<file path="src/rtl/alu_dispatch.sv">
// rtl/alu_dispatch.sv - in-order ALU instruction FIFO dispatching into two reservation-station slots
// Optional same-edge bypass of an empty FIFO: define ALU_DISPATCH_BYPASS_EN.
module alu_dispatch #(
    parameter int              DEPTH    = 4,
    parameter int              PC_W     = 32,
    parameter int              OP_W     = 6,
    parameter int              TAG_W    = 5,
    parameter int              WORD_W   = 32,
    parameter int              RA_W     = 5,
    parameter logic [TAG_W-1:0] UNLOCKED = '1
) (
    input  logic                        clk,
    input  logic                        rst,
    input  logic                        rdy,
    input  logic                        flush,
    input  logic                        in_valid,
    output logic                        in_ready,
    input  logic [PC_W-1:0]             in_pc,
    input  logic [OP_W-1:0]             in_op,
    input  logic [TAG_W-1:0]            in_tagx,
    input  logic [TAG_W-1:0]            in_tagy,
    input  logic [TAG_W-1:0]            in_tagw,
    input  logic [WORD_W-1:0]           in_datax,
    input  logic [WORD_W-1:0]           in_datay,
    input  logic [RA_W-1:0]             in_addrw,
    input  logic                        busy_alu0,
    input  logic                        busy_alu1,
    output logic                        en0,
    output logic                        en1,
    output logic [PC_W-1:0]             out_pc,
    output logic [OP_W-1:0]             out_op,
    output logic [TAG_W-1:0]            out_tagx,
    output logic [TAG_W-1:0]            out_tagy,
    output logic [TAG_W-1:0]            out_tagw,
    output logic [WORD_W-1:0]           out_datax,
    output logic [WORD_W-1:0]           out_datay,
    output logic [RA_W-1:0]             out_addrw,
    output logic [$clog2(DEPTH):0]      count
);

    localparam int PTR_W = $clog2(DEPTH);
    localparam int CNT_W = PTR_W + 1;
    localparam int IW    = PC_W + OP_W + 3 * TAG_W + 2 * WORD_W + RA_W;

    logic [IW-1:0]    r_mem [DEPTH];
    logic [PTR_W-1:0] r_wr_ptr;
    logic [PTR_W-1:0] r_rd_ptr;
    logic [CNT_W-1:0] r_count;
    logic             r_pend0;
    logic             r_pend1;
    logic             r_last_grant;
    logic             r_en0;
    logic             r_en1;
    logic [IW-1:0]    r_out;

    logic [IW-1:0]    w_in_word;
    logic [IW-1:0]    w_reset_word;
    logic [IW-1:0]    w_disp_word;
    logic             w_free0;
    logic             w_free1;
    logic             w_any_free;
    logic             w_fifo_pop;
    logic             w_accept;
    logic             w_bypass;
    logic             w_push;
    logic             w_dispatch;
    logic             w_sel;

    assign w_in_word    = {in_pc, in_op, in_tagx, in_tagy, in_tagw, in_datax, in_datay, in_addrw};
    assign w_reset_word = {{PC_W{1'b0}}, {OP_W{1'b0}}, UNLOCKED, UNLOCKED, UNLOCKED,
                           {WORD_W{1'b0}}, {WORD_W{1'b0}}, {RA_W{1'b0}}};

    // A slot stays unavailable for the cycle after its strobe, until its busy flag catches up.
    assign w_free0    = !busy_alu0 && !r_pend0;
    assign w_free1    = !busy_alu1 && !r_pend1;
    assign w_any_free = w_free0 || w_free1;

    assign w_fifo_pop = rst && rdy && !flush && (r_count != '0) && w_any_free;
    assign in_ready   = rst && rdy && !flush && ((r_count < CNT_W'(DEPTH)) || w_fifo_pop);
    assign w_accept   = in_valid && in_ready;

`ifdef ALU_DISPATCH_BYPASS_EN
    assign w_bypass    = w_accept && (r_count == '0) && w_any_free;
    assign w_disp_word = w_bypass ? w_in_word : r_mem[r_rd_ptr];
`else
    assign w_bypass    = 1'b0;
    assign w_disp_word = r_mem[r_rd_ptr];
`endif

    assign w_push     = w_accept && !w_bypass;
    assign w_dispatch = w_fifo_pop || w_bypass;
    // Both free: alternate away from the previous grant; otherwise take whichever is free.
    assign w_sel      = (w_free0 && w_free1) ? ~r_last_grant : !w_free0;

    always_ff @(posedge clk) begin
        if (w_push) begin
            r_mem[r_wr_ptr] <= w_in_word;
        end
    end

    always_ff @(posedge clk) begin
        if (!rst) begin
            r_wr_ptr     <= '0;
            r_rd_ptr     <= '0;
            r_count      <= '0;
            r_pend0      <= 1'b0;
            r_pend1      <= 1'b0;
            r_last_grant <= 1'b1;
            r_en0        <= 1'b0;
            r_en1        <= 1'b0;
            r_out        <= w_reset_word;
        end else begin
            r_en0 <= 1'b0;
            r_en1 <= 1'b0;
            if (rdy) begin
                if (flush) begin
                    r_wr_ptr <= '0;
                    r_rd_ptr <= '0;
                    r_count  <= '0;
                    r_pend0  <= 1'b0;
                    r_pend1  <= 1'b0;
                end else begin
                    r_pend0 <= w_dispatch && !w_sel;
                    r_pend1 <= w_dispatch && w_sel;
                    if (w_dispatch) begin
                        r_en0        <= !w_sel;
                        r_en1        <= w_sel;
                        r_last_grant <= w_sel;
                        r_out        <= w_disp_word;
                    end
                    if (w_push) begin
                        r_wr_ptr <= r_wr_ptr + PTR_W'(1);
                    end
                    if (w_fifo_pop) begin
                        r_rd_ptr <= r_rd_ptr + PTR_W'(1);
                    end
                    r_count <= r_count + CNT_W'(w_push) - CNT_W'(w_fifo_pop);
                end
            end
        end
    end

    assign en0   = r_en0;
    assign en1   = r_en1;
    assign count = r_count;
    assign {out_pc, out_op, out_tagx, out_tagy, out_tagw, out_datax, out_datay, out_addrw} = r_out;

endmodule

</file>
<file path="config.mk">
export PLATFORM = sky130hd
export DESIGN_NAME = alu_dispatch
export DESIGN_NICKNAME = d
export VERILOG_FILES = /design/src/rtl/alu_dispatch.sv
export SDC_FILE = /design/constraint.sdc
export NUM_CORES = 1
export LEC_CHECK = 0
export CORE_MARGIN = 2
export CORE_UTILIZATION = 60
export CTS_CLUSTER_SIZE = 40
export DETAILED_ROUTE_END_ITERATION = 16
export GPL_ROUTABILITY_DRIVEN = 0
export PLACE_DENSITY = 0.84
export SLEW_MARGIN = 20
export SYNTH_ARGS = -nofsm -noshare
export SYNTH_HDL_FRONTEND = slang
export SYNTH_SLANG_ARGS = --single-unit
</file>
<file path="constraint.sdc">
create_clock -name clk -period 10.72 [get_ports clk]
set_input_delay 1.608 -clock clk [delete_from_list [all_inputs] [get_ports clk]]
set_output_delay 1.608 -clock clk [all_outputs]
set_load 0.005 [all_outputs]
</file>
---- Word level (Yosys, flattened, before mapping) ----
Memory sizes are Yosys's and may differ from the RTL's. A register that Yosys moved wholly into a read port is not among the register bits.
Cells that the tools add are included.
word-level totals
  flip-flop bits (word level) ............. 12
  RAM bits ................................ 488
  input port bits ......................... 129
  output and inout port bits .............. 128
  logic and storage cells ................. 57
  memories kept ........................... 1
memory list
  memory  depth  bits a word  rd ports  clocked after Yosys merged registers in  write ports  RTL line  source
  r_mem   4      122          1         1                                        1            45        logic [IW-1:0] r_mem [DEPTH];
cells by class
  $add $sub $neg .......................... 4
  $lt $le $gt $ge ......................... 1
  multiplexer cells ....................... 10
  bitwise logic cells ..................... 5
  reduce and logical (&&, ||, !) cells .... 28
operators with widths
  kind                   number
  $logic_and A1 B1 Y1    11
  $logic_not A1 Y1       8
  $mux W2                4
  $mux W1                5
  $not A1 Y1             5
  $add A2 B1 Y2 const B  2
  $reduce_and A2 Y1      2
  $reduce_bool A2 Y1     2
  $reduce_or A4 Y1       1
  $add A3 B1 Y3          1
  $lt A3 B3 Y1 const B   1
  $mux W3                1
  $reduce_and A3 Y1      1
  $reduce_bool A3 Y1     1
  $sub A3 B1 Y3          1
  $logic_or A1 B1 Y1     2

---- Longest topological paths before layout ----
  depth after elaboration ................. 10
  mapped depth ............................ 14
  gate-level depth less buffers ........... 11

---- Least setup slack after synthesis ----
No wires, ideal clock.
  path kind ............................... input to register
  start ................................... in rdy
  end ..................................... mem r_mem[0][0] (netlist name), enable pin
  library setup time ...................... 0.496 ns
  data arrival time ....................... 5.264 ns
  slack ................................... 4.960 ns
  cell stages on the path ................. 6
  buffers on the path ..................... 3
  path through ............................ buf_2 -> and3b_1 -> buf_4 -> buf_4 -> and3_1 -> and2_1
on the way
  cells in the longest elaborated chain, start to end .. 9
ends and longest elaborated chain
  item                                 RTL line  source
  from (decl)                          14        input logic rdy,
  $logic_and A1 B1 Y1 * (2 in series)  78, 79
  $logic_and A1 B1 Y1 (2 in series)    78        assign w_fifo_pop = rst && rdy && !flush && (r_count != '0) && w_any_free;
  $logic_or A1 B1 Y1                   79        assign in_ready = rst && rdy && !flush && ((r_count < CNT_W'(DEPTH)) || w_fifo_pop);
  $logic_and A1 B1 Y1 *                79
  $logic_and A1 B1 Y1 *                80        assign w_accept = in_valid && in_ready;
  $mux W1 *                            96        if (w_push) begin
  $mux W1 (not written as such) *      97        r_mem[r_wr_ptr] <= w_in_word;
  to (decl)                            45
Mark *: on every way between the ends. The rest lies on a longest branch, timed or not.

---- Worst setup path in the final report ----
  start ................................... in flush
  end ..................................... out in_ready
on the way
  cells in the longest elaborated chain, start to end .. 6
ends and longest elaborated chain
  item                               RTL line  source
  from (decl)                        15        input logic flush,
  $logic_not A1 Y1 *                 78, 79
  $logic_and A1 B1 Y1 *              78, 79
  $logic_and A1 B1 Y1 (2 in series)  78
  $logic_or A1 B1 Y1                 79
  $logic_and A1 B1 Y1 *              79
  to (decl)                          17        output logic in_ready,
Marked as above.

==> results.tsv <==
metric	value	unit
outcome	completed	
tightest_slew	1.210	ns
globalRouteTotalUtil	0.2668	
syn_area	23180	µm²
grt_start_max_net_pins	87	
fin_util	0.7300	
first_pass_iters	5	
ant_nets	0	
io_pins	257	
crit_fanout	16	
cts_resized	0	
drive_gt1_frac	0.1561	
cts_tree	yes	
timing.rr.start	r_rd_ptr[0]	
hold_depth	2	
synth_cell_types	41	
multiInputGateArea	5369	µm²
slew_headroom	0.1934	
yosys.area.top_type	edfxtp_1	
synthCells	1279	
grt_setup_unrepaired	false	
die_area	40230	µm²
grt_pass1_wl	80.65	mm
slowest_delay	0.59	ns
synth_area_leaders	edfxtp_1 (63%), mux4_2 (12%), dfxtp_1 (12%)	
fin_tns_setup	0	ns
htree_num_levels	2	
cts_hold_buffers	0	
drt_iter0_drc	1219	
worst-r2r-cell-count	4	
synth-seq-cells	622	
placed_cells	1968	
crit_path_start	flush	
hpwl	30.00	mm
finalHoldViolCount	0	
final_cell_area	28020	µm²
yosys.area.top_type_share	0.6321	
wl_per_cell	26.00	µm
post_cts_buffers	0	
antenna_found_initial	11	
required	9.11	ns
p_leak	0.009779	µW
grt_overflow	0	
post_dp_cell_area	26070	µm²
slew_violations	0	
clk_pin_slew	0.06	ns
critPathTopFamily	buffers and inverters	
r2r_setup_slack	7.24	ns
io_buffers	256	
dieWidth	200.6	µm
setup_viol	0	
synth_fp_nets	1415	
power_density	171.9	nW/µm²
mostFrequentLayoutCells	edfxtp_1 (488), clkdlybuf4s50_1 (255), dfxtp_1 (132)	
crit_buf_inv	2	
holdPathEnd	r_out[70]	
vias	13027	
total_power	4815	µW
ir_drop	144.6	µV
area_growth	20.84	%
worstReg2RegEnd	r_out[41]	
finalNonFillerCells	2078	
fin_crit	5.227	ns
drc_errors	0	
cts.path.max_buffers	3	
min-delay-start	r_out[70]	
clockRootBuffer	clkbuf_16	
initial_core_util	0.6041	
avgSynthCellArea	18.13	µm²
ys_seq_area_frac	0.7478	
final_common_cell	edfxtp_1	
worstPathArrival	3.62	ns
fp.coreArea	38380	µm²
ys_warn_count	0	
hp-class	register to register	
grt_pass1_vias	13000	
endpoint_kind	primary output	
num_rows	72	
crit_slowest_cell	nand3b_1	
die_h	200.6	µm
totalWireLength	54.02	mm
cap_violations	0	
skew	0.02297	ns
cp_cell_sequence	clkdlybuf4s50_1 -> nand3b_1 -> a21oi_1 -> clkdlybuf4s50_1	
path_class	primary input to primary output	
register_area	17340	µm²
clk_latency	0.61	ns
clock.fmax	191.3	MHz
startpoint_type	primary input	
routed_via_density	6.269	
fin_nets	1645	
crit_top_cell	clkdlybuf4s50_1	
fin_crit_sh	0.4876	
clkSinkCount	622	
num-fill-cells	2243	
cts_buffers	57	
==> worst min-delay path, stage by stage (launching register included) <==
cell and delay, ns:
dfxtp_1 0.33, a31oi_1 0.04, o21ai_0 0.12
==> how the worst max path moves through the flow <==
stage | slack (ns) | endpoint | depth (start not counted)
global route | 5.36 | in_ready | 4
CTS | 5.56 | in_ready | 4
finish | 5.49 | in_ready | 4
global placement | 5.01 | r_mem[0][4] | 6
detailed placement | 4.97 | r_mem[0][5] | 6
floorplan | 4.96 | r_mem[0][0] | 6
==> cell families (layout without fill, tap and decap cells) <==
family	after synthesis	after routing	synth area share
mux	124	124	0.1194
simple gates	154	154	0.03012
compound gates	261	261	0.07648
other cells	0	3	0
buf+inv	110	388	0.02175
xor+xnor	1	1	0.0003779
flops	622	622	0.7478
fa+ha+maj	7	7	0.004102
==> sequential cells by signal, summed over array words and instances, names as in the netlist <==
register      cells
r_out           122
r_rd_ptr          2
en1               1
r_wr_ptr          2
r_pend0           1
count             3
r_pend1           1
en0               1
r_mem           488
r_last_grant      1
==> layout make-up <==
class                      count  share of cell area
sequential                   622              0.6191
multi-input combinational    547              0.1916
timing repair buffer         271             0.09553
clock buffer                  79             0.05815
tap                          518             0.02313
clock inverter                28             0.01076
inverter                      10            0.001429
antenna                        3           0.0002680
==> cells in the mapped netlist (all sizes together) <==
| cell type | number |
|---|---|
| edfxtp | 488 |
| dfxtp | 134 |
| a31oi | 123 |
| mux4 | 122 |
| nand2 | 110 |
| a21o | 107 |
| clkbuf | 53 |
| buf | 47 |
| nor4 | 17 |
| o21ai | 17 |
| inv | 10 |
| ha | 6 |
| and2 | 5 |
| nand2b | 5 |
| nor2 | 5 |
| nand3b | 3 |
| a21oi | 2 |
| a311oi | 2 |
| mux2i | 2 |
| nor2b | 2 |
| o22ai | 2 |
| o31a | 2 |
| or3 | 2 |
| a211oi | 1 |
| a311o | 1 |
| and3 | 1 |
| and3b | 1 |
| fa | 1 |
| nand3 | 1 |
| nor3 | 1 |
| nor3b | 1 |
| o221ai | 1 |
| o22a | 1 |
| o2bb2ai | 1 |
| o31ai | 1 |
| xnor2 | 1 |
==> layer usage <==
layer / global-route usage / up-vias / wire [µm]
li1: - / 5595 / -
met1: 0.3745 / 6667 / 21330
met2: 0.4266 / 667 / 26590
met3: 0.06331 / 84 / 4917
met4: 0.07487 / 14 / 1092
met5: 0 / - / 89
==> power by group <==
part	switching [µW]	internal [µW]
Combinational	74.1	57.8
Sequential	4.14	2610
Clock	864	1210
Total	943	3870
==> through the flow <==
step / hold slack [ns] / setup slack, ns
6_report: 0.5201 / 5.493
5_1_grt: 0.5380 / 5.365
4_1_cts: 0.5244 / 5.564
3_5_place_dp: 0.5101 / 4.973
3_3_place_gp: 0.5006 / 5.014
2_1_floorplan: 0.4876 / 4.960
Note: power is estimated with default switching activity, not from simulation.
